### src/rtl/au_gray_conv_arb_if.sv
// au_gray_conv_arb_if: request/result bundle for the shared Gray converter
interface au_gray_conv_arb_if #(
  parameter int WIDTH = 8,
  parameter int NREQ  = 4,
  parameter int IDW   = (NREQ > 1) ? $clog2(NREQ) : 1
);
  logic [NREQ-1:0]       req_valid;
  logic [NREQ-1:0]       req_ready;
  logic [NREQ*WIDTH-1:0] req_data;
  logic [NREQ-1:0]       req_mode;
  logic                  out_valid;
  logic                  out_ready;
  logic [WIDTH-1:0]      out_data;
  logic [IDW-1:0]        out_id;
  logic                  out_mode;
  modport slave (
    input  req_valid, req_data, req_mode, out_ready,
    output req_ready, out_valid, out_data, out_id, out_mode
  );
  modport master (
    output req_valid, req_data, req_mode, out_ready,
    input  req_ready, out_valid, out_data, out_id, out_mode
  );
endinterface

### src/rtl/au_gray_conv_arb.sv
// au_gray_conv_arb: round-robin shared binary<->Gray converter with one registered output slot
module au_gray_conv_arb #(
  parameter int WIDTH = 8,
  parameter int NREQ  = 4
) (
  input logic                clk,
  input logic                rst,
  au_gray_conv_arb_if.slave  io
);
  localparam int IDW = (NREQ > 1) ? $clog2(NREQ) : 1;
  typedef enum logic {EMPTY, FULL} state_t;
  state_t           state_q;
  logic [WIDTH-1:0] data_q;
  logic [IDW-1:0]   id_q, rr_q, rr_d, gnt, idx;
  logic             mode_q, found, can_accept, xfer;
  logic [WIDTH-1:0] words [NREQ];
  function automatic logic [WIDTH-1:0] conv(input logic [WIDTH-1:0] w, input logic m);
    logic [WIDTH-1:0] b;
    b = w;
    for (int k = WIDTH - 2; k >= 0; k--) b[k] = b[k+1] ^ w[k];
    return m ? b : w ^ (w >> 1);
  endfunction
  always_comb begin
    for (int k = 0; k < NREQ; k++) words[k] = io.req_data[k*WIDTH +: WIDTH];
  end
  // Walk the ring from rr_q; the first valid requester wins.
  always_comb begin
    found = 1'b0;
    gnt   = '0;
    idx   = rr_q;
    for (int k = 0; k < NREQ; k++) begin
      if (!found && io.req_valid[idx]) begin
        found = 1'b1;
        gnt   = idx;
      end
      idx = (idx == IDW'(NREQ - 1)) ? '0 : idx + 1'b1;
    end
  end
  assign can_accept   = (state_q == EMPTY) || io.out_ready;
  assign xfer         = found && can_accept && !rst;
  assign rr_d         = (gnt == IDW'(NREQ - 1)) ? '0 : gnt + 1'b1;
  assign io.req_ready = xfer ? NREQ'(1) << gnt : '0;
  assign io.out_valid = (state_q == FULL);
  assign io.out_data  = data_q;
  assign io.out_id    = id_q;
  assign io.out_mode  = mode_q;
  always_ff @(posedge clk or posedge rst) begin
    if (rst) begin
      state_q <= EMPTY;
      data_q  <= '0;
      id_q    <= '0;
      mode_q  <= 1'b0;
      rr_q    <= '0;
    end else if (xfer) begin
      state_q <= FULL;
      data_q  <= conv(words[gnt], io.req_mode[gnt]);
      id_q    <= gnt;
      mode_q  <= io.req_mode[gnt];
      rr_q    <= rr_d;
    end else if (io.out_ready) begin
      state_q <= EMPTY;
    end
  end
endmodule

### src/flat_wrapper.sv
// flat-port wrapper written by rule: the top's interface ports become plain ports
module au_gray_conv_arb_flat 
#(
  parameter int WIDTH = 8,
  parameter int NREQ  = 4
)
  (clk, rst, io_req_valid, io_req_data, io_req_mode, io_out_ready, io_req_ready, io_out_valid, io_out_data, io_out_id, io_out_mode);
  au_gray_conv_arb_if #(.WIDTH(WIDTH), .NREQ(NREQ)) io_i ();
  input logic clk;
  input logic rst;
  input wire logic [$bits(io_i.req_valid)-1:0] io_req_valid;
  input wire logic [$bits(io_i.req_data)-1:0] io_req_data;
  input wire logic [$bits(io_i.req_mode)-1:0] io_req_mode;
  input wire logic [$bits(io_i.out_ready)-1:0] io_out_ready;
  output wire logic [$bits(io_i.req_ready)-1:0] io_req_ready;
  output wire logic [$bits(io_i.out_valid)-1:0] io_out_valid;
  output wire logic [$bits(io_i.out_data)-1:0] io_out_data;
  output wire logic [$bits(io_i.out_id)-1:0] io_out_id;
  output wire logic [$bits(io_i.out_mode)-1:0] io_out_mode;
  assign io_i.req_valid = io_req_valid;
  assign io_i.req_data = io_req_data;
  assign io_i.req_mode = io_req_mode;
  assign io_i.out_ready = io_out_ready;
  assign io_req_ready = io_i.req_ready;
  assign io_out_valid = io_i.out_valid;
  assign io_out_data = io_i.out_data;
  assign io_out_id = io_i.out_id;
  assign io_out_mode = io_i.out_mode;
  au_gray_conv_arb #(.WIDTH(WIDTH), .NREQ(NREQ)) u_core (.clk(clk), .rst(rst), .io(io_i));
endmodule
### config.mk
export PLATFORM = sky130hd
export DESIGN_NAME = au_gray_conv_arb_flat
export DESIGN_NICKNAME = d
export VERILOG_FILES = /design/src/rtl/au_gray_conv_arb_if.sv /design/src/rtl/au_gray_conv_arb.sv /design/src/flat_wrapper.sv
export SDC_FILE = /design/constraint.sdc
export NUM_CORES = 1
export LEC_CHECK = 0
export ABC_AREA = 0
export CAP_MARGIN = 10
export CORE_MARGIN = 1.5
export CORE_UTILIZATION = 39
export DETAILED_ROUTE_END_ITERATION = 10
export MAX_ROUTING_LAYER = met4
export PLACE_DENSITY = 0.87
export SLEW_MARGIN = 20
export SYNTH_ARGS = -nofsm -noshare
export SYNTH_HDL_FRONTEND = slang
export SYNTH_SLANG_ARGS = --single-unit
export TNS_END_PERCENT = 5
### constraint.sdc
create_clock -name clk -period 3.6 [get_ports clk]
set_input_delay 0.72 -clock clk [delete_from_list [all_inputs] [get_ports clk]]
set_output_delay 0.72 -clock clk [all_outputs]
set_load 0.05 [all_outputs]
==> impl_results.md, run 1 <==
- Insertion delay to the later sink of the worst-skew pair: between 0.2 and 0.3 ns
- Remaining number of nets flagged by the antenna check after routing: 0
- Starting density of the core: between 40 and 50%
- Final Critical Period: roughly 3.6 ns
- First drt pass iteration count: 4
- Worst-case clock buffer depth: 2
- Dominant cell type by area after synthesis: sky130_fd_sc_hd__dfrtp_1
- Total clock buffers created by CTS: 3
- Final worst setup slack: -0.0384 ns
- WP buf/inv: 1
- Count leader, synth: sky130_fd_sc_hd__mux2i_1
- Leading cell types by count after synthesis: sky130_fd_sc_hd__mux2i_1 (18), sky130_fd_sc_hd__nand2_1 (17), sky130_fd_sc_hd__dfrtp_1 (14)
- Total of flip-flops plus latches after synthesis: 14
- Vias in the first global route: 1,425
- Clock slew at the register clock pins of the worst setup and hold paths: around 0.080 ns
- Share of Yosys cell area claimed by the top area cell type: around a quarter
- Worst Path Class, Setup: reg -> reg
- Violated checks: negative setup slack
- Gr usage total: 20.7%
- Post-detailed-route DRC marker count: 0
- WL final: between 4000 and 5000 um
- Floorplan die area: ~4000 um^2
- Area growth from synthesis to layout: 79.0%
- Via Count: between 1,500 and 2,000
- Fin nets: about 290
- Antenna diode count: 0
- I/O pin cnt: around 60
- Horizontal die dimension: 63.1 um
- Family with the most delay on the worst path: simple AND/OR/NAND/NOR gates
- Antenna violations before repair: 0
- Startpoint types: flip-flop
- RePlAce Congestion: 0.836
- Compound-gate portion of the synthesized area: between 10 and 15%
- Wire length per cell after detailed routing: approximately 15 um
- Final setup violation count: 3
- Root buffer selected by CTS: sky130_fd_sc_hd__clkbuf_4
- Cells along the critical path: ha_4 -> or3_4 -> a211o_1 -> a31oi_4 -> o2bb2ai_4 -> buf_6 -> mux4_2 -> xnor2_2 -> xnor2_2 -> xnor3_1 -> or4b_1 -> nand3_1
- Distinct cell type count of the synthesized netlist: 37
- H-tree Lvls: 1
- Number of enable flip-flop cells after synthesis: 0
- Proportion of register bits with asynchronous set or reset after synthesis: 100%
- Num rows: 21
- Sum of overflow across all layers after global routing: 0
- Cell repeated most along the worst path: sky130_fd_sc_hd__xnor2_2
- Die Span Y: between 60 and 70 um
- Endpoints failing hold: 0
- Number of nets produced by synthesis: approximately 190
- Worst slew margin relative to its limit: 65.2%
- Clock skew after layout: approximately 0.0025 ns
- Fmax: between 0.2 and 0.3 GHz
- Top FF cell, synth: sky130_fd_sc_hd__dfrtp_1
- Synth Cell Area: between 1000 and 1500 um^2
- Adder-cell area share of the yosys netlist: under 10%
- TritonCTS clock tree: built
- M1 GR Usage: a little over a quarter
- Required time at the worst-slack endpoint: between 3 and 4 ns
- Worst slack after detailed placement: -0.474 ns
- Half-perimeter wire length after detailed placement: about 3000 um
- Xor and xnor area share after synthesis: about a tenth
- Core area: 3390 um^2
- Multiplexer fraction of the synthesized cell area: between 20 and 30%
- Measured slew at the worst slew-check pin: about 0.52 ns
- Mean instance size in the synthesized netlist: ~9.6 um^2
- Worst EP arrival: about 3.9 ns
- Proportion of layout cells with a drive suffix above 1: between 30 and 40%
- Max Transition Viols Final: 0
- Number of I/O port buffers: a little under 60
- Hold WS: just under 0.5 ns
- Count of maximum capacitance violations: 0
- Delay of the slowest cell on the worst path: between 0.4 and 0.5 ns
- Fraction of the yosys area taken by sequential cells: around a quarter
- Number of filler cells placed in the layout: ~210
- Largest cells by area after synthesis: sky130_fd_sc_hd__dfrtp_1 (25%), sky130_fd_sc_hd__mux2i_1 (13%), sky130_fd_sc_hd__mux2_2 (9.6%)
- Final cell count without fillers: about 290
- Synthesized instance count: between 100 and 150
- Main combinational cell family by area after synthesis: multiplexers
- Cell with the biggest individual delay on the critical path: sky130_fd_sc_hd__or4b_1
- Number of DRC markers in iteration 0: between 60 and 70
- CP endpoint kind: flip-flop
- Total number of clock tree sinks: 14
- Met3 routing resource usage after global routing: about 2.3%
- Status: finished with violations
- Unrepaired setup endpoints after global routing: true
- Post-synthesis simple-gate area fraction: 14.1%
- Global Route met2 Usage: roughly a third
- Number of placed instances with taps included: 273
- Largest net degree at the start of global routing: 18
- Synthesis warning total: 0
- Biggest fanout along the worst timing path: 6
- Hold WC Path Type: reg -> reg
- Gr busiest metal: met2
- Via density: ~5.2
- Final period utilization: 101%
- First-pass GRT wire length: 6450 um
- Final sum of negative setup slack: -0.0761 ns
==> what timing repair did <==
action,CTS,global route
hold buffers,0,0
gates resized for setup,10,17
setup endpoints to repair,7,7
pin swaps,2,9
setup buffers,5,7
==> state kept, by name (all words and copies together) (netlist names) <==
name                 cells
u_core.io.out_valid      1
u_core.rr_q              2
u_core.io.out_data       8
u_core.io.out_mode       1
u_core.io.out_id         2
==> metal layers <==
layer	vias to the layer above	wire (um)	share of wire, %
met5	-	0	0
met4	0	54	1.3
met3	5	153	3.6
met2	48	2130	50
met1	722	1940	45
li1	728	-	-
==> final timing paths <==
| kind | from | to | slack (ns) | cells past startpoint |
|---|---|---|---|---|
| max | u_core.rr_q[0]$_DFFE_PP0P_ | u_core.io.out_data[0]$_DFFE_PP0P_ | -0.04 | 12 |
| min | u_core.io.out_data[4]$_DFFE_PP0P_ | u_core.io.out_data[4]$_DFFE_PP0P_ | 0.48 | 2 |
| max reg2reg | u_core.rr_q[0]$_DFFE_PP0P_ | u_core.io.out_data[0]$_DFFE_PP0P_ | -0.04 | 12 |
| min reg2reg | u_core.io.out_data[4]$_DFFE_PP0P_ | u_core.io.out_data[4]$_DFFE_PP0P_ | 0.48 | 2 |
| max in group asynchronous | rst | u_core.rr_q[0]$_DFFE_PP0P_ | 2.43 | 2 |
| min in group asynchronous | rst | u_core.io.out_valid$_DFFE_PP0P_ | 0.80 | 2 |
==> worst reg2reg max path: stages (launching register included) <==
cell	delay, ns
sky130_fd_sc_hd__dfrtp_2	0.44
sky130_fd_sc_hd__ha_4	0.29
sky130_fd_sc_hd__or3_4	0.39
sky130_fd_sc_hd__a211o_1	0.36
sky130_fd_sc_hd__a31oi_4	0.23
sky130_fd_sc_hd__o2bb2ai_4	0.19
sky130_fd_sc_hd__buf_6	0.13
sky130_fd_sc_hd__mux4_2	0.33
sky130_fd_sc_hd__xnor2_2	0.26
sky130_fd_sc_hd__xnor2_2	0.16
sky130_fd_sc_hd__xnor3_1	0.25
sky130_fd_sc_hd__or4b_1	0.46
sky130_fd_sc_hd__nand3_1	0.09
==> layout by cell type (no fill, tap or decap), types with 2 or more instances in the layout <==
master,count
sky130_fd_sc_hd__clkdlybuf4s50_1,50
sky130_fd_sc_hd__buf_4,36
sky130_fd_sc_hd__mux2i_1,17
sky130_fd_sc_hd__nand2_1,17
sky130_fd_sc_hd__dfrtp_1,13
sky130_fd_sc_hd__mux2_2,10
sky130_fd_sc_hd__o21ai_0,9
sky130_fd_sc_hd__a21oi_1,6
sky130_fd_sc_hd__xor2_1,6
sky130_fd_sc_hd__buf_6,6
sky130_fd_sc_hd__nand2b_1,5
sky130_fd_sc_hd__and3_1,5
sky130_fd_sc_hd__mux4_2,4
sky130_fd_sc_hd__nor2_1,4
sky130_fd_sc_hd__inv_1,3
sky130_fd_sc_hd__xnor2_1,3
sky130_fd_sc_hd__ha_1,3
sky130_fd_sc_hd__clkbuf_4,3
sky130_fd_sc_hd__mux2_4,2
sky130_fd_sc_hd__nand3_1,2
sky130_fd_sc_hd__xnor2_2,2
sky130_fd_sc_hd__and3_4,2
sky130_fd_sc_hd__o31ai_2,2
sky130_fd_sc_hd__ha_4,2
sky130_fd_sc_hd__clkdlybuf4s15_1,2
sky130_fd_sc_hd__dlygate4sd2_1,2
sky130_fd_sc_hd__buf_12,2
==> kinds of logic (layout without fill, tap and decap cells) <==
kind of cell    Yosys count  after routing
compound gates           29             29
xor+xnor                 13             13
fa+ha+maj                 5              5
buf+inv                  11            108
flops                    14             14
mux                      34             34
simple gates             40             40
==> area by class of cell <==
cell class	count	area, um^2	share of cell area [%]
well taps	46	57.6	2.28
multi-input cells	121	1120	44.6
clock buffers	4	36.3	1.44
repair buffers	99	928	36.8
flip-flops and latches	14	352	14.0
inverters	5	22.5	0.894
==> through the flow <==
stage | area (um^2) | utilization, %
3_5_place_dp | 2280 | 67.3
5_1_grt | 2520 | 74.3
4_1_cts | 2390 | 70.6
2_1_floorplan | 1450 | -
3_3_place_gp | 2280 | 67.3
6_report | 2520 | 74.3
Power of run 1 is left out: the tool's default activity adds up to more than one toggle a clock period on the data nets, which glitch-free logic cannot reach.
==> inputs of run 2 (changes only) <==
CORE_UTILIZATION = 43   (was 39)
PLACE_DENSITY = 0.91   (was 0.87)
clock period = 3.5 ns   (was 3.6 ns; I/O delays follow)
==> impl_results.md, run 2 (synthesis results as in run 1) <==
- Status: finished with violations
- Violated checks: negative setup slack
- Num rows: 20
- Reg2reg path depth: 14
- Post-detailed-route DRC marker count: 0
- Worst slack after detailed placement: -0.531 ns
- H-tree Lvls: 1
- Half-perimeter wire length after detailed placement: ~3200 um
- Antenna diode count: 0
- Max Transition Viols Final: 0
- Gr usage total: between 20% and 30%
- Required time at the worst-slack endpoint: 3.71 ns
- Core area: 3080 um^2
- Horizontal die dimension: 60.2 um
- Most used cells in the layout excluding fill and tap cells: sky130_fd_sc_hd__clkdlybuf4s50_1 (50), sky130_fd_sc_hd__buf_4 (34), sky130_fd_sc_hd__nand2_1 (17)
- Number of placed instances with taps included: around 280
- Final period utilization: 101%
- RePlAce Congestion: between 0.9 and 1
- Floorplan die area: 3630 um^2
- Final cell count without fillers: ~280
- Most frequent standard cell in the layout excluding fill and tap cells: sky130_fd_sc_hd__clkdlybuf4s50_1
- WL final: around 4000 um
- TritonCTS clock tree: built
- Sum of overflow across all layers after global routing: 0
- Final Critical Period: around 3.5 ns
- Proportion of layout cells with a drive suffix above 1: approximately a third
- Number of filler cells placed in the layout: around 190
- First-pass GRT wire length: approximately 6300 um
- Via Count: 1,507
- Unrepaired setup endpoints after global routing: true
- Count of maximum capacitance violations: 0
- Delay of the slowest cell on the worst path: ~0.50 ns
- Fin nets: ~290
- Biggest fanout along the worst timing path: 6
- Cell with the biggest individual delay on the critical path: sky130_fd_sc_hd__mux4_2
- Clock slew at the register clock pins of the worst setup and hold paths: approximately 0.08 ns
- Fmax: approximately 0.28 GHz
- Worst slew margin relative to its limit: about 64%
- Hold WC Path Type: reg -> reg
- Worst Path Class, Setup: in -> reg
- Final worst setup slack: -0.0330 ns
- Via density: between 5 and 6
- Critical path depth in cells: 13
- WP buf/inv: 3
- Largest net degree at the start of global routing: 18
- Area growth from synthesis to layout: 75.0%
- Vias in the first global route: approximately 1,400
- Measured slew at the worst slew-check pin: roughly 0.54 ns
- Number of buffers inserted by hold repair at cts: 0
- Antenna violations before repair: 0
- Startpoint types: input port
- Endpoints failing hold: 0
- Number of flip-flops in the largest register: 8
- Root buffer selected by CTS: sky130_fd_sc_hd__clkbuf_4
- Worst EP arrival: 3.75 ns
- CP endpoint kind: flip-flop
- First drt pass iteration count: 4
- I/O pin cnt: around 60
- Hold WS: 0.490 ns
- Total clock buffers created by CTS: 3
- Clock skew after layout: 0.00256 ns
- Starting density of the core: between 40% and 50%
- Family with the most delay on the worst path: multiplexers
- Worst-case clock buffer depth: 2
- Die Span Y: between 60 and 70 um
- Insertion delay to the later sink of the worst-skew pair: 0.27 ns
- Wire length per cell after detailed routing: 14.5 um
- Final setup violation count: 2
- Remaining number of nets flagged by the antenna check after routing: 0
- Reg-to-reg setup timing slack: -0.03 ns
- Cells on Worst Hold Path: 2
- Total number of clock tree sinks: 14
- Number of DRC markers in iteration 0: 78
- Number of I/O port buffers: between 50 and 60
- Cells along the critical path: clkdlybuf4s15_2 -> mux4_2 -> buf_6 -> nand2b_1 -> a31oi_2 -> o2bb2ai_4 -> buf_4 -> mux4_2 -> xnor2_2 -> xnor2_2 -> xnor3_1 -> or4b_1 -> nand3_1
## run 2: cell types whose count changed in the layout (fill, tap and decap cells not counted), sizes merged
| cell | before | now |
|---|---|---|
| buf | 44 | 40 |
| dlygate4sd2 | 2 | 0 |
| clkinvlp | 1 | 0 |
| dlymetal6s2s | 1 | 0 |
| clkdlybuf4s15 | 2 | 4 |
| inv | 4 | 5 |
## run 2: worst min-delay path, stage by stage (launching register included)
cell and delay [ns]:
sky130_fd_sc_hd__dfrtp_1 0.35, sky130_fd_sc_hd__nand2_1 0.05, sky130_fd_sc_hd__o31ai_1 0.06
## run 2: what timing repair did
action | 4_1_cts | 5_1_grt
pin swaps | 4 | 1
gates resized for setup | 16 | 12
endpoints found under the setup margin | 8 | 9
cloned | 0 | 0
buffers inserted | 3 | 0
## run 2: metrics by stage
| step | TNS (ns) | util (%) | instance area (um^2) |
|---|---|---|---|
| floorplan | -0.200 | - | 1450 |
| global placement | -2.37 | 75.0 | 2310 |
| detailed placement | -3.15 | 75.0 | 2310 |
| CTS | -0.0128 | 77.9 | 2400 |
| global route | -0.631 | 80.0 | 2460 |
| finish | -0.0422 | 80.0 | 2460 |
## run 2: worst paths after layout
check / from / end
setup / recovery: io_req_valid[1] / u_core.io.out_data[0]$_DFFE_PP0P_
hold / removal: u_core.io.out_data[2]$_DFFE_PP0P_ / u_core.io.out_data[2]$_DFFE_PP0P_
setup reg to reg: u_core.rr_q[0]$_DFFE_PP0P_ / u_core.io.out_data[0]$_DFFE_PP0P_
hold reg to reg: u_core.io.out_data[2]$_DFFE_PP0P_ / u_core.io.out_data[2]$_DFFE_PP0P_
max in group asynchronous: rst / u_core.rr_q[0]$_DFFE_PP0P_
min in group asynchronous: rst / u_core.io.out_data[5]$_DFFE_PP0P_
## run 2: layer usage
| layer | share of wire (%) | up-vias | routed length (um) | global-route usage [%] |
|---|---|---|---|---|
| met5 | 0 | - | 0 | - |
| met4 | 2.2 | 0 | 90 | 4.76 |
| met3 | 6.8 | 12 | 277 | 1.08 |
| met2 | 50 | 78 | 2060 | 42.1 |
| met1 | 41 | 703 | 1660 | 29.8 |
| li1 | - | 714 | - | - |
## run 2: cell type report
| type | instances | area [um^2] | area share, % |
|---|---|---|---|
| multi-input combinational | 121 | 1120 | 45.4 |
| timing repair buffer | 94 | 883 | 35.9 |
| sequential | 14 | 352 | 14.3 |
| tap | 44 | 55.1 | 2.23 |
| clock buffer | 4 | 36.3 | 1.47 |
| inverter | 5 | 18.8 | 0.762 |
Power of run 2 is left out for the same reason.
==> inputs of run 3 (changes only) <==
==> constraint.sdc (replaced) <==
create_clock -name clk -period 3.5 [get_ports clk]
set_input_delay 0.7 -clock clk [delete_from_list [all_inputs] [get_ports clk]]
set_output_delay 0.7 -clock clk [all_outputs]
set_load 0.02 [all_outputs]
==> impl_results.md, run 3 (synthesis results as in run 1) <==
- Status: finished with violations
- Violated checks: negative setup slack
- Startpoint types: flip-flop
- Reg2reg path depth: 12
- Final sum of negative setup slack: -0.117 ns
- Measured slew at the worst slew-check pin: about 0.57 ns
- Count of maximum capacitance violations: 0
- Antenna violations before repair: 0
- I/O pin cnt: between 50 and 60
- Antenna diode count: 0
- Largest net degree at the start of global routing: 15
- Via Count: roughly 1,600
- Area growth from synthesis to layout: 80.7%
- Cells on Worst Hold Path: 2
- Number of buffers inserted by hold repair at cts: 0
- Final cell count without fillers: 293
- Required time at the worst-slack endpoint: between 3 and 4 ns
- Half-perimeter wire length after detailed placement: about 3200 um
- Endpoint, Worst Hold: u_core.io.out_data[4]$_DFFE_PP0P_
- Final period utilization: 102%
- TritonCTS clock tree: built
- Final core utilization: a little over 80%
- Final worst setup slack: -0.0794 ns
- Most used cells in the layout excluding fill and tap cells: sky130_fd_sc_hd__clkdlybuf4s50_1 (50), sky130_fd_sc_hd__buf_4 (42), sky130_fd_sc_hd__mux2i_1 (17), sky130_fd_sc_hd__nand2_1 (17), sky130_fd_sc_hd__dfrtp_1 (13)
- Biggest fanout along the worst timing path: 5
- Worst-case clock buffer depth: 2
- Hold WC Path Type: reg -> reg
- Number of I/O port buffers: between 50 and 60
- Worst Path Class, Setup: reg -> reg
- Number of DRC markers in iteration 0: ~110
- Wire length per cell after detailed routing: ~17 um
- Floorplan die area: ~3600 um^2
- Proportion of layout cells with a drive suffix above 1: 34.9%
- Root buffer selected by CTS: sky130_fd_sc_hd__clkbuf_4
- First-pass GRT wire length: between 7000 and 8000 um
- Starting density of the core: 45.7%
- Remaining number of nets flagged by the antenna check after routing: 0
- Clock skew after layout: about 0.00034 ns
- Max Transition Viols Final: 0
- Core area: just over 3000 um^2
- Vias in the first global route: 1,524
- Worst slew margin relative to its limit: around 62%
- Die Span Y: ~60 um
- Most frequent standard cell in the layout excluding fill and tap cells: sky130_fd_sc_hd__clkdlybuf4s50_1
- Number of placed instances with taps included: 279
- RePlAce Congestion: between 0.8 and 0.9
- Unrepaired setup endpoints after global routing: true
- Horizontal die dimension: roughly 60 um
- Worst R2R Start: u_core.rr_q[0]$_DFFE_PP0P_
- Total clock buffers created by CTS: 3
- Final setup violation count: 3
- Insertion delay to the later sink of the worst-skew pair: ~0.28 ns
- Worst EP arrival: 3.80 ns
- Gr usage total: 27.2%
- Worst Min Path Start: u_core.io.out_data[4]$_DFFE_PP0P_
- CP endpoint kind: flip-flop
- Number of filler cells placed in the layout: between 150 and 200
- Number of flip-flops in the largest register: 8
- First drt pass iteration count: 4
- Clock slew at the register clock pins of the worst setup and hold paths: ~0.09 ns
- WL final: about 4800 um
- Via density: around 5.5
- Hold WS: between 0.4 and 0.5 ns
- Post-detailed-route DRC marker count: 0
- Fin nets: 298
- H-tree Lvls: 1
- Fmax: between 0.2 and 0.3 GHz
- Total number of clock tree sinks: 14
- Reg-to-reg setup timing slack: -0.08 ns
- Sum of overflow across all layers after global routing: 0
- Critical Path Start: u_core.rr_q[0]$_DFFE_PP0P_
- Endpoints failing hold: 0
- Num rows: 20
- Critical register-to-register path endpoint: u_core.io.out_data[0]$_DFFE_PP0P_
- Final Critical Period: 3.58 ns
-- run 3: cell types whose count changed in the layout (fill, tap and decap cells not counted), moves of 2 or more --
cell	before	now
sky130_fd_sc_hd__buf_4	34	42
sky130_fd_sc_hd__mux2_2	11	6
sky130_fd_sc_hd__mux2_4	1	6
sky130_fd_sc_hd__buf_2	0	4
sky130_fd_sc_hd__and3_1	5	7
sky130_fd_sc_hd__and3_4	2	0
sky130_fd_sc_hd__clkdlybuf4s15_1	2	4
sky130_fd_sc_hd__clkdlybuf4s15_2	2	0
-- run 3: area by class of cell --
class                      instances  area [um^2]  area share, %
timing repair buffer             105          941           37.0
multi-input combinational        121         1140           44.9
sequential                        14          352           13.8
inverter                           5         18.8          0.738
tap                               44         55.1           2.16
clock buffer                       4         36.3           1.43
-- run 3: worst max path at each step --
| stage | end | depth (start not counted) |
|---|---|---|
| 2_1_floorplan | u_core.io.out_data[0]$_DFFE_PP0P_ | 12 |
| 3_3_place_gp | io_req_ready[3] | 9 |
| 3_5_place_dp | io_req_ready[3] | 9 |
| 4_1_cts | u_core.io.out_data[0]$_DFFE_PP0P_ | 11 |
| 5_1_grt | u_core.io.out_data[0]$_DFFE_PP0P_ | 13 |
| 6_report | u_core.io.out_data[0]$_DFFE_PP0P_ | 12 |
-- run 3: stage by stage --
stage | cell area (um^2) | setup slack, ns
6_report | 2540 | -0.0794
2_1_floorplan | 1450 | -0.199
3_5_place_dp | 2320 | -0.583
3_3_place_gp | 2320 | -0.547
4_1_cts | 2500 | -0.136
5_1_grt | 2540 | -0.200
-- run 3: timing repair --
item | in CTS | in global routing
setup buffers | 9 | 2
gates resized for setup | 38 | 11
pin swaps | 15 | 12
hold endpoints to repair | 0 | 0
endpoints found under the setup margin | 9 | 8
-- run 3: worst max-delay path: stages (launching register included) --
cell	delay (ns)
sky130_fd_sc_hd__dfrtp_2	0.45
sky130_fd_sc_hd__ha_4	0.32
sky130_fd_sc_hd__buf_4	0.14
sky130_fd_sc_hd__o21ai_1	0.12
sky130_fd_sc_hd__a211o_1	0.38
sky130_fd_sc_hd__a31oi_4	0.20
sky130_fd_sc_hd__o2bb2ai_4	0.17
sky130_fd_sc_hd__buf_4	0.18
sky130_fd_sc_hd__mux2_2	0.34
sky130_fd_sc_hd__o21ai_2	0.17
sky130_fd_sc_hd__xnor3_1	0.45
sky130_fd_sc_hd__or4b_1	0.48
sky130_fd_sc_hd__nand3_1	0.10
-- run 3: layer usage --
layer	GRT usage, %	wire [um]
met1	35.8	2020
met2	42.1	2360
met3	3.46	334
met4	11.4	122
met5	-	0
Power of run 3 is left out for the same reason.
==> patch 1 (settings of run 1) <==
`NREQ` is set to 4 in 3 places; all go to 2.
--- a/src/rtl/au_gray_conv_arb_if.sv
+++ b/src/rtl/au_gray_conv_arb_if.sv
@@ -3,3 +3,3 @@
   parameter int WIDTH = 8,
-  parameter int NREQ  = 4,
+  parameter int NREQ  = 2,
   parameter int IDW   = (NREQ > 1) ? $clog2(NREQ) : 1
--- a/src/rtl/au_gray_conv_arb.sv
+++ b/src/rtl/au_gray_conv_arb.sv
@@ -3,3 +3,3 @@
   parameter int WIDTH = 8,
-  parameter int NREQ  = 4
+  parameter int NREQ  = 2
 ) (
--- a/src/flat_wrapper.sv
+++ b/src/flat_wrapper.sv
@@ -4,3 +4,3 @@
   parameter int WIDTH = 8,
-  parameter int NREQ  = 4
+  parameter int NREQ  = 2
 )
Ports: changed (5 resized); port bits go from 59 to 36. No check against the original RTL was run, so the function may have changed too.
==> patch 1 against run 1 <==
  * Sequential cell count decreased by 2
  * Area after synthesis shrank 26%
  * Core utilization decreased by 17 points
  * Sequential share of layout area is 6.8 points higher
  * Wire length is 46% lower
  * Clock skew down 0.0017 ns
  * Via count decreased by 38%
  * Cell area fell by 43%
  * Setup slack improved by 0.54 ns
Power is left out: it rests on default switching activity, and per cell area and clock period it moved more than threefold.
==> patch 1: results (changes against run 1) <==
| Metric | Value |
|---|---|
| Clock Skew | `0.000780 ns (-0.00171 ns)` |
| Total track usage | `18.8% (-1.9 points)` |
| Total detailed-routing wirelength | `2300 um (-46%)` |
| Postcts setup bufs | `0 (-5)` |
| Max FFs per register | `8 (unchanged)` |
| Router iterations before antenna repair | `4 (unchanged)` |
| Final nets | `179 (-39%)` |
| Synth top cells by count | `nand2_1 (19), dfrtp_1 (12), xnor2_1 (11), nor2_1 (9), o21ai_0 (9)` |
| TritonCTS buffer count | `3 (unchanged)` |
| Reg clk slew, reported paths | `0.07 ns` |
| Gpl congestion | `0.863 (+3.2%)` |
| Netlist cell types | `34 (-8.1%)` |
| Worst slack, placed | `0.505 ns (+0.979 ns)` |
| Diodes inserted | `0 (unchanged)` |
| Max_slew headroom | `65.4% (+0.19 points)` |
| Worst-Skew Late Latency | `0.27 ns (-0.02 ns)` |
| Avg Vias per Cell | `5.09 (-2.1%)` |
| Initial antenna violation count | `0 (unchanged)` |
| Register area share after synthesis | `28.9% (+4.0 points)` |
| Crit path max fanout | `22 (+16)` |
| Placed wire-length estimate | `1900 um (-37%)` |
| Share of post-route cells with drive strength above 1 | `9.09% (-25 points)` |
| I/O Buffers | `35 (-40%)` |
| Iteration-0 DRC Markers | `12 (-81%)` |
| Yosys warnings | `0 (unchanged)` |
| H-tree depth | `1 (unchanged)` |
| Outcome | `completed` |
| Syn nets | `141 (-27%)` |
| First-pass GRT wire length | `3840 um (-41%)` |
| Pins Over Slew Limit | `0 (unchanged)` |
| Fraction of registers with async set/reset | `100% (unchanged)` |
| Routed vias | `937 (-38%)` |
| Mean Syn Cell Area | `8.80 um2 (-8.7%)` |
| Root buffer cell | `clkbuf_4` |
| Clock buffer depth | `2 (unchanged)` |
| Area contributors post-synth | `dfrtp_1 (29%), xnor2_1 (9.3%), nand2_1 (6.9%)` |
| Largest net degree at the start of global routing | `23 (+5)` |
| HP Class | `register to register` |
| CTS resizes | `0 (-10)` |
| Vias in the first global route | `915 (-36%)` |
| Critical Path AT | `2.38 ns (-1.49 ns)` |
| Fillers | `226 (+6.1%)` |
==> patch 1: logic make-up after synthesis <==
logic type,share of synthesized area [%]
xor+xnor,23.5
compound gates,18.8
mux,4.82
simple gates,18.3
buf+inv,5.66
flops,28.9
==> patch 1: final timing paths <==
check	startpoint	end	slack, ns	cells after the start
max in group asynchronous	rst	u_core.io.out_data[6]	2.67	3
min in group asynchronous	rst	u_core.io.out_data[3]	0.78	3
hold / removal	u_core.io.out_id	u_core.io.out_id	0.48	1
hold reg to reg	u_core.io.out_id	u_core.io.out_id	0.48	1
setup reg to reg	u_core.rr_q	u_core.io.out_data[4]	1.74	5
setup / recovery	io_req_valid[1]	io_req_ready[1]	0.50	5
==> patch 1: critical path: stages <==
cell and delay, ns:
clkdlybuf4s50_1 0.54, o21ai_0 0.13, or2b_2 0.45, nor2_1 0.35, buf_12 0.19
==> patch 1: per-layer routing <==
layer  up-vias  global-route usage (%)  part of all wire [%]
met3         4                    1.09                   3.5
li1        481                       -                     -
met2        27                    32.3                    50
met4         0                    13.3                   2.6
met5         -                       -                     0
met1       425                    20.5                    43
==> patch 1: metrics by stage <==
| stage | util (%) | instance area [um2] |
|---|---|---|
| 2_1_floorplan | - | 1040 |
| 3_3_place_gp | 56.9 | 1420 |
| 5_1_grt | 57.8 | 1440 |
| 3_5_place_dp | 56.9 | 1420 |
| 6_report | 57.8 | 1440 |
| 4_1_cts | 57.8 | 1440 |
==> patch 1: cell type report <==
class                      count  area share [%]
timing repair buffer          37            26.7
multi-input combinational     97            47.1
sequential                    12            20.8
inverter                       5            1.30
tap                           30            2.60
clock buffer                   3            1.56
==> patch 2 (settings of run 1) <==
Made on the original files. Reset style: synchronous (`rst`), changed in one clocked block.
--- a/src/rtl/au_gray_conv_arb.sv
+++ b/src/rtl/au_gray_conv_arb.sv
@@ -46,3 +46,3 @@
   assign io.out_mode  = mode_q;
-  always_ff @(posedge clk or posedge rst) begin
+  always_ff @(posedge clk) begin
     if (rst) begin
Check against the original RTL: differs if rst is asserted again (counterexample within 4 cycles, from zero or initial values and one cycle with rst high); with rst held inactive, the same outputs for 10 cycles.
==> patch 2 against run 1 <==
  * Count of clock-buffer cells in the layout did not move
  * Setup slack improved by 0.13 ns
  * Wire length rose by 1.4%
  * Area after synthesis rose by 8.4%
  * Worst hold slack got worse by 0.021 ns
  * Cell area rose by 1.4%
  * Sequential share of layout area fell by 3.0 points
  * Sequential cell count did not move
  * Non-clock buffer count fell by 14
  * Largest cell class unchanged
==> patch 2: results (changes against run 1) <==
| Metric | Value |
|---|---|
| Outcome | `completed` |
| Placed wire-length estimate | `3170 um (+5.6%)` |
| Critical Path AT | `3.67 ns (-0.20 ns)` |
| R2R Setup Slk | `0.18 ns (+0.22 ns)` |
| Synth top cells by count | `nand2_1 (27), mux2i_1 (16), dfxtp_1 (14), xnor2_1 (14), nand3b_1 (13)` |
| Met1 wire length | `1970 um (+1.6%)` |
| Compound-Gate Fraction of Synth Area | `19.7% (+4.9 points)` |
| Vias in the first global route | `1533 (+7.6%)` |
| Crit path max fanout | `9 (+3)` |
| Clock Skew | `0.00330 ns (+0.000805 ns)` |
| Syn nets | `239 (+23%)` |
| XOR/XNOR Fraction of Synth Area | `12.0% (+2.4 points)` |
| Non-CTS buffers | `85 (-14%)` |
| Count of multi-input gates | `160 (+32%)` |
| Met3 routed WL | `192 um (+25%)` |
| Crit. Startpoint | `io_req_valid[2]` |
| Post-synth top flop | `dfxtp_1` |
| Netlist cell types | `43 (+16%)` |
| ClkCell Share | `2.15% (+0.71 points)` |
| Total detailed-routing wirelength | `4340 um (+1.4%)` |
| Share of post-route cells with drive strength above 1 | `23.6% (-11 points)` |
| Avg Vias per Cell | `5.26 (+1.1%)` |
| Area contributors post-synth | `dfxtp_1 (18%), mux2i_1 (11%), xnor2_1 (8.0%)` |
| CP max-delay cell | `clkdlybuf4s50_1` |
| Root buffer cell | `clkbuf_8` |
| Reg area | `280 um2 (-20%)` |
| Mux cell area share after synthesis | `14.8% (-14 points)` |
| Worst-Skew Late Latency | `0.25 ns (-0.04 ns)` |
| Die ar. | `4290 um2 (+8.0%)` |
| Worst r2r path cells | `13 (+1)` |
| CP top delay family | `buffers and inverters` |
| Gpl congestion | `0.856 (+2.4%)` |
| Post-synthesis adder-cell area fraction | `4.10% (-0.34 points)` |
| Total track usage | `19.9% (-0.83 points)` |
| Fin cells | `315 (+9.0%)` |
| Iteration-0 DRC Markers | `98 (+56%)` |
| Fraction of registers with async set/reset | `0% (-100 points)` |
| Invs w/o clock | `4 (-1)` |
| Placed instance count | `306 (+12%)` |
## patch 2: where the power goes
| part | switching [uW] | internal [uW] | total, uW |
|---|---|---|---|
| logic | 1050 | 946 | 2000 |
| registers | 32.0 | 220 | 252 |
| clock network | 55.5 | 96.9 | 152 |
## patch 2: repair_timing
action                                 CTS  global route
pin swaps                                5             7
cloned                                   0             0
endpoints found under the hold margin    0             0
resized for setup                       12            30
buffers inserted                         3             3
setup endpoints to repair                5            10
## patch 2: tightest hold or removal path, delay by kind of cell, from the launching register on
family / cells / cell delay [ns]
AND/OR/NAND/NOR: 1 / 0.05
AO/OA/AOI/OAI: 1 / 0.05
flip-flops: 1 / 0.31
## patch 2: how the worst max path moves through the flow
stage	cells after the start	endpoint	slack (ns)
after floorplan	11	io_req_ready[0]	-0.01
after global placement	11	u_core.io.out_data[0]	-0.14
after detailed placement	12	u_core.io.out_data[0]	-0.28
after CTS	12	u_core.io.out_data[0]	-0.01
after global routing	14	u_core.io.out_data[0]	-0.04
final	14	u_core.io.out_data[0]	0.09
## patch 2: metal layers
layer  vias to the layer above  global-route usage, %
met5                         -                      -
met4                         0                   5.21
met2                        55                   33.3
met1                       765                   25.9
met3                         6                   1.71
li1                        830                      -
## patch 2: stage by stage
| step | hold WS [ns] | total power (uW) | area [um2] | utilization [%] |
|---|---|---|---|---|
| floorplan | 0.649 | 1480 | 1530 | - |
| global placement | 0.450 | 1940 | 2270 | 61.2 |
| detailed placement | 0.455 | 1980 | 2270 | 61.2 |
| CTS | 0.461 | 2220 | 2390 | 64.4 |
| global route | 0.501 | 2570 | 2560 | 68.8 |
| finish | 0.461 | 2400 | 2560 | 68.8 |
